File: config.mk
export PLATFORM = sky130hd
export DESIGN_NAME = rect_fill
export DESIGN_NICKNAME = d
export VERILOG_FILES = /design/src/rtl/rect_fill.sv
export SDC_FILE = /design/constraint.sdc
export NUM_CORES = 1
export LEC_CHECK = 0
export BUFFER_PORTS_ARGS = -buffer_cell sky130_fd_sc_hd__clkbuf_2
export CORE_UTILIZATION = 40
export DETAILED_ROUTE_END_ITERATION = 8
export SYNTH_ARGS = -nofsm -noshare
export SYNTH_HDL_FRONTEND = slang
export SYNTH_SLANG_ARGS = --single-unit
File: constraint.sdc
create_clock -name clk -period 2.5 [get_ports clk]
set_input_delay 0.125 -clock clk [delete_from_list [all_inputs] [get_ports clk]]
set_output_delay 0.125 -clock clk [all_outputs]
set_load 0.01 [all_outputs]
File: src/rtl/rect_fill.sv
// rtl/rect_fill.sv - rectangle-fill engine feeding the frame-buffer write port
// Clips each command to the display and streams one pixel write per cycle, x-inner.
module rect_fill #(
  parameter int HD     = 1280,
  parameter int VD     = 1024,
  parameter int X_BITS = 11,
  parameter int Y_BITS = 11
) (
  input  logic              clk,
  input  logic              arstn,
  input  logic              cmd_valid_i,
  output logic              cmd_ready_o,
  input  logic [X_BITS-1:0] cmd_x0_i,
  input  logic [Y_BITS-1:0] cmd_y0_i,
  input  logic [X_BITS-1:0] cmd_x1_i,
  input  logic [Y_BITS-1:0] cmd_y1_i,
  input  logic [1:0]        cmd_color_i,
  input  logic              stall_i,
  output logic              we_o,
  output logic [X_BITS-1:0] addr_x_o,
  output logic [Y_BITS-1:0] addr_y_o,
  output logic [1:0]        color_o,
  output logic              busy_o,
  output logic              done_o
);

  localparam logic [X_BITS-1:0] X_MAX = X_BITS'(HD - 1);
  localparam logic [Y_BITS-1:0] Y_MAX = Y_BITS'(VD - 1);

  typedef enum logic [1:0] {IDLE, FILL, DONE} state_t;

  state_t            state, state_nx;
  logic [X_BITS-1:0] x0_q, x1c_q, cx;
  logic [Y_BITS-1:0] y1c_q, cy;
  logic [1:0]        color_q;
  logic [X_BITS-1:0] x1c;
  logic [Y_BITS-1:0] y1c;
  logic              empty, accept, last, advance;

  assign x1c     = (cmd_x1_i > X_MAX) ? X_MAX : cmd_x1_i;
  assign y1c     = (cmd_y1_i > Y_MAX) ? Y_MAX : cmd_y1_i;
  assign empty   = (cmd_x0_i > x1c) || (cmd_y0_i > y1c) ||
                   (cmd_x0_i > X_MAX) || (cmd_y0_i > Y_MAX);
  assign accept  = cmd_valid_i && (state == IDLE);
  assign last    = (cx == x1c_q) && (cy == y1c_q);
  assign advance = (state == FILL) && !stall_i;

  always_ff @(posedge clk) begin
    if (!arstn) begin
      state <= IDLE;
    end else begin
      state <= state_nx;
    end
  end

  always_comb begin
    state_nx    = state;
    cmd_ready_o = 1'b0;
    we_o        = 1'b0;
    busy_o      = 1'b0;
    done_o      = 1'b0;
    case (state)
      IDLE: begin
        cmd_ready_o = arstn;
        if (accept) state_nx = empty ? DONE : FILL;
      end
      FILL: begin
        busy_o = arstn;
        we_o   = arstn && !stall_i;
        if (!stall_i && last) state_nx = DONE;
      end
      DONE: begin
        busy_o   = arstn;
        done_o   = arstn;
        state_nx = IDLE;
      end
      default: state_nx = IDLE;
    endcase
  end

  // The cursor doubles as the write address; it stops on the last pixel so
  // the address outputs keep showing the final write after the command ends.
  always_ff @(posedge clk) begin
    if (!arstn) begin
      x0_q    <= '0;
      x1c_q   <= '0;
      y1c_q   <= '0;
      color_q <= '0;
      cx      <= '0;
      cy      <= '0;
    end else if (accept) begin
      x0_q    <= cmd_x0_i;
      x1c_q   <= x1c;
      y1c_q   <= y1c;
      color_q <= cmd_color_i;
      cx      <= cmd_x0_i;
      cy      <= cmd_y0_i;
    end else if (advance && !last) begin
      if (cx == x1c_q) begin
        cx <= x0_q;
        cy <= cy + Y_BITS'(1);
      end else begin
        cx <= cx + X_BITS'(1);
      end
    end
  end

  assign addr_x_o = cx;
  assign addr_y_o = cy;
  assign color_o  = color_q;

endmodule

==> flow_results.org <==
** Global route
- Entering global routing, the biggest net connects 34 pins.
- For this run, the total global-route usage over all layers was measured as between 20 and 25%.
- First-pass GRT wire length :: 17.4 mm
- Number of global-route vias before repair :: 3500
- Leftover overflow at the end of global routing :: 0
- Number of antenna violations at the first check in global routing :: 0

** Power and ir drop
- Leakage Power :: 1.98 nW
- Max IR drop VDD :: 0.217 mV
- Sw frac :: 34.6%
- The design draws 2.52 mW.
- For this design the ratio of total power to cell area is 576 mW/mm^2.
- The share of total power dissipated in combinational logic is roughly a quarter.
- The analysis attributes to net switching a power of around 0.87 mW.
- The clock network burns a little over 30% of the power.
- Sequential group share of total power :: 44.0%
- The internal portion of the total power is 1.65 mW.

** Clock network
- CTS clk-pin slew, worst paths :: 0.07 ns
- Clock tree root driver cell :: sky130_fd_sc_hd__clkbuf_8
- Buffers inserted to repair hold after CTS numbered 1.
- The clock passes through at most 2 buffers.
- Clock tree from TritonCTS :: done
- Number of buffers inserted by post-CTS setup repair :: 0
- Post-CTS repair changed the size of 0 cells.
- The H-tree was split into 3 levels.
- Number of CTS-inserted buffers :: 9
- The clock drives a little under 60 sinks.
- Clk Latency, worst-skew pair :: 0.34 ns

** Final layout
- Share of final-layout standard cells stronger than drive strength 1 :: a little under a quarter
- The finished cells cover between 0.004 and 0.005 mm^2.
- Number of nets in the layout :: 615
- Signed area change from the synthesized netlist to the final layout :: 21.1%
- ANT cells :: 0
- Fill count :: roughly 900

** Logic synthesis
- Synthesis inferred 59 register bits.
- Number of synthesis warnings :: 0
- For this run, the leading register cell type out of synthesis is sky130_fd_sc_hd__dfxtp_1.
- After synthesis, flip-flops and latches occupy 32.6% of the total area.
- Cell with the most instances after synthesis :: sky130_fd_sc_hd__dfxtp_1
- Sorting the synthesized cells by area gives the leading types as sky130_fd_sc_hd__dfxtp_1 33%, sky130_fd_sc_hd__ha_1 9.3%, sky130_fd_sc_hd__xor2_1 7.5%, sky130_fd_sc_hd__nand2_1 5.3%, sky130_fd_sc_hd__nor2_1 5.3%.
- Counting flops with an async set or reset pin after synthesis yields a share of 0%.
- Of all cell types, the one taking the most synthesized area is sky130_fd_sc_hd__dfxtp_1.
- After synthesis, the mean cell area works out to 7.94 um^2.
- The number of nets handed over by synthesis was 533.
- The synthesized netlist contains 59 unique library cells.
- Top post-synthesis cells by count :: 59 x sky130_fd_sc_hd__dfxtp_1, 51 x sky130_fd_sc_hd__nand2_1, 51 x sky130_fd_sc_hd__nor2_1
- Netlist area before placement :: around 0.0036 mm^2
- Portion of synthesized cell area occupied by the leading cell type :: 32.6%
- The cell count after synthesis came out at 456.
- EDFF count, synth :: 0

** Worst setup path
- Highest fanout seen on the critical path :: 9
- STA classifies the critical path startpoint as a flip-flop.
- The worst setup path is of the reg -> reg kind.
- Together, buffers and inverters on the worst path number 0.
- Data on the critical path is required at its endpoint by between 2 and 3 ns.
- The worst register-to-register path has a depth of 6.
- Arrival time at the worst endpoint :: 2.49 ns
- Setup slack on the worst reg-to-reg path comes out at about 0.3 ns.
- Reg2Reg Launch Point :: addr_x_o[3]
- FF-to-FF End :: addr_y_o[4]
- In this design, the largest share of critical-path delay is due to simple AND/OR/NAND/NOR gates.
- The critical path goes through xor2_1, nor4_2, and3_1, nand4_2, or3_1, nand3_1.
- For this run, the slowest stage of the critical path takes 0.46 ns.
- Worst setup EP type :: flip-flop
- Slowest library cell on the worst path :: sky130_fd_sc_hd__and3_1

** Die
- The die covers 0.00944 mm^2.
- From bottom edge to top edge, the die measures approximately 97 um.
- I/O pin count :: 78
- The initialized floorplan defines 34 standard-cell rows.
- Measured along the x axis, the die boundary spans ~97 um.
- The initial utilization of the core area, before any placement, comes to 41.3%.
- Std-Cell Core Area :: ~0.0088 mm^2

** STA
- Clock skew on the completed layout was measured at 0.0115 ns.
- For the pin with the worst max-slew slack, the measured transition is roughly 0.53 ns.
- The number of endpoints with negative hold slack in the final report was 0.
- Normalized max-slew margin :: 64.3%
- After layout, the minimum clock period comes to 2.20 ns.
- Max Fclk :: 0.455 GHz
- After layout, the worst path uses 88.0% of the clock period.
- Setup Viol. Count Final :: 0
- RSZ-0062 raised after global routing :: false
- Post-route setup TNS :: 0 ns
- The max-slew violation total from the final report came to 0.

** Hold path
- Hold depth :: 3
- Worst hold start :: cmd_color_i[0]
- In this run the worst hold path is classified as in -> reg.
- The path with the worst hold slack has its endpoint at color_o[0].

** Placed design
- Once placement finished, the instance area stood at 0.00421 mm^2.
- Post-detail-place hpwl :: 8.16 mm
- At the end of routability-driven placement, the weighted congestion stood at around 0.84.
- IO Port Bufs :: 77

** Detailed routing
- Average routed wire per standard cell :: 16.4 um
- DR DRC count :: 0
- The final route contains 3641 vias.
- After detailed routing, the number of vias per cell comes to 5.59.
- The pre-antenna-repair detailed-routing pass consisted of 5 iterations.
- In this run, the number of DRC markers left after iteration 0 of detailed routing was 210.
- Final wirelength :: 10.7 mm
- ANT nets after route :: 0

** Status
- Result of the run :: finished, final reports clean

** Flow run
- Number of maximum-capacitance violations :: 0
[state kept, by name, indices dropped and copies added (netlist names)]
signal	flops
addr_x_o	11
addr_y_o	11
x0_q	11
x1c_q	11
y1c_q	11
color_o	2
state	2
[worst min-delay path, stage by stage]
cell and delay [ns]:
sky130_fd_sc_hd__clkbuf_2 0.08, sky130_fd_sc_hd__nand2_1 0.04, sky130_fd_sc_hd__a21oi_1 0.05
[area by class of cell]
cell class              instances  area [um^2]  area share, %
multi-input cells             362         2310           52.6
flip-flops and latches         59         1180           26.9
repair buffers                 99          566           12.9
well taps                     108          135           3.08
clock buffers                   9          124           2.83
clock inverters                 7         45.0           1.03
inverters                       7         26.3          0.599
[layer usage]
layer / wire length (um) / GRT usage (%) / share of wire (%) / vias to the layer above
met5: 0 / 0 / 0 / -
met2: 4650 / 34.8 / 44 / 122
met4: 155 / 7.12 / 1.5 / 0
met3: 556 / 3.88 / 5.2 / 15
li1: - / - / - / 1820
met1: 5310 / 33.6 / 50 / 1684
[worst max path at each step]
stage	slack, ns	from	depth (start not counted)	end
3_3_place_gp	0.08	cmd_x1_i[10]	12	state[1]
3_5_place_dp	0.07	cmd_x1_i[10]	12	state[1]
2_1_floorplan	0.55	addr_y_o[2]	8	addr_x_o[8]
5_1_grt	0.09	addr_y_o[5]	7	addr_x_o[0]
6_report	0.30	addr_x_o[3]	6	addr_y_o[4]
4_1_cts	0.29	addr_x_o[3]	6	addr_y_o[3]
[per-stage QoR]
step                      util [%]  setup WS, ns  hold slack, ns  std cells
after floorplan                  -         0.546           0.261        456
after global placement        48.0        0.0805           0.348        634
after detailed placement      48.0        0.0683           0.356        634
after CTS                     50.0         0.291         0.00327        651
after global routing          50.0        0.0852          0.0269        651
final                         50.0         0.300         0.00592        651
[power groups by stage]
| stage | logic [mW] | registers [mW] | clock network, mW |
|---|---|---|---|
| global route | 0.720 | 1.12 | 0.817 |
| finish | 0.644 | 1.11 | 0.769 |
| floorplan | 0.385 | 1.13 | 0 |
| global placement | 0.632 | 1.13 | 0 |
| CTS | 0.647 | 1.11 | 0.779 |
| detailed placement | 0.642 | 1.13 | 0 |
[cell usage in the layout, fill, tap and decap left out, types with 4 or more instances in the layout]
| cell | count |
|---|---|
| sky130_fd_sc_hd__a21oi_1 | 36 |
| sky130_fd_sc_hd__o211ai_1 | 7 |
| sky130_fd_sc_hd__inv_1 | 6 |
| sky130_fd_sc_hd__o22ai_1 | 4 |
| sky130_fd_sc_hd__o21ai_1 | 4 |
| sky130_fd_sc_hd__a211oi_1 | 18 |
| sky130_fd_sc_hd__clkinvlp_4 | 4 |
| sky130_fd_sc_hd__nand2_1 | 51 |
| sky130_fd_sc_hd__o21ai_0 | 14 |
| sky130_fd_sc_hd__nor3_1 | 8 |
| sky130_fd_sc_hd__and3_1 | 9 |
| sky130_fd_sc_hd__ha_1 | 27 |
| sky130_fd_sc_hd__or3_1 | 7 |
| sky130_fd_sc_hd__xor2_1 | 31 |
| sky130_fd_sc_hd__a31oi_1 | 7 |
| sky130_fd_sc_hd__nand3_1 | 16 |
| sky130_fd_sc_hd__clkbuf_2 | 77 |
| sky130_fd_sc_hd__nand4_1 | 13 |
| sky130_fd_sc_hd__clkbuf_8 | 9 |
| sky130_fd_sc_hd__dfxtp_1 | 59 |
| sky130_fd_sc_hd__nor2_1 | 51 |
| sky130_fd_sc_hd__buf_4 | 20 |
| sky130_fd_sc_hd__and2_1 | 4 |
[cells by family (layout without fill, tap and decap cells)]
kind of cell / count (synthesis) / count (layout) / share of synthesized area [%]
multiplexers: 3 / 3 / 0.864
buffers and inverters: 35 / 122 / 3.70
flip-flops: 59 / 59 / 32.6
AO/OA/AOI/OAI: 113 / 113 / 19.9
XOR/XNOR: 33 / 33 / 7.98
adder cells (fa/ha/maj): 27 / 27 / 9.33
other: 1 / 1 / 0.104
AND/OR/NAND/NOR: 185 / 185 / 25.5
(Power assumes the default switching activity.)
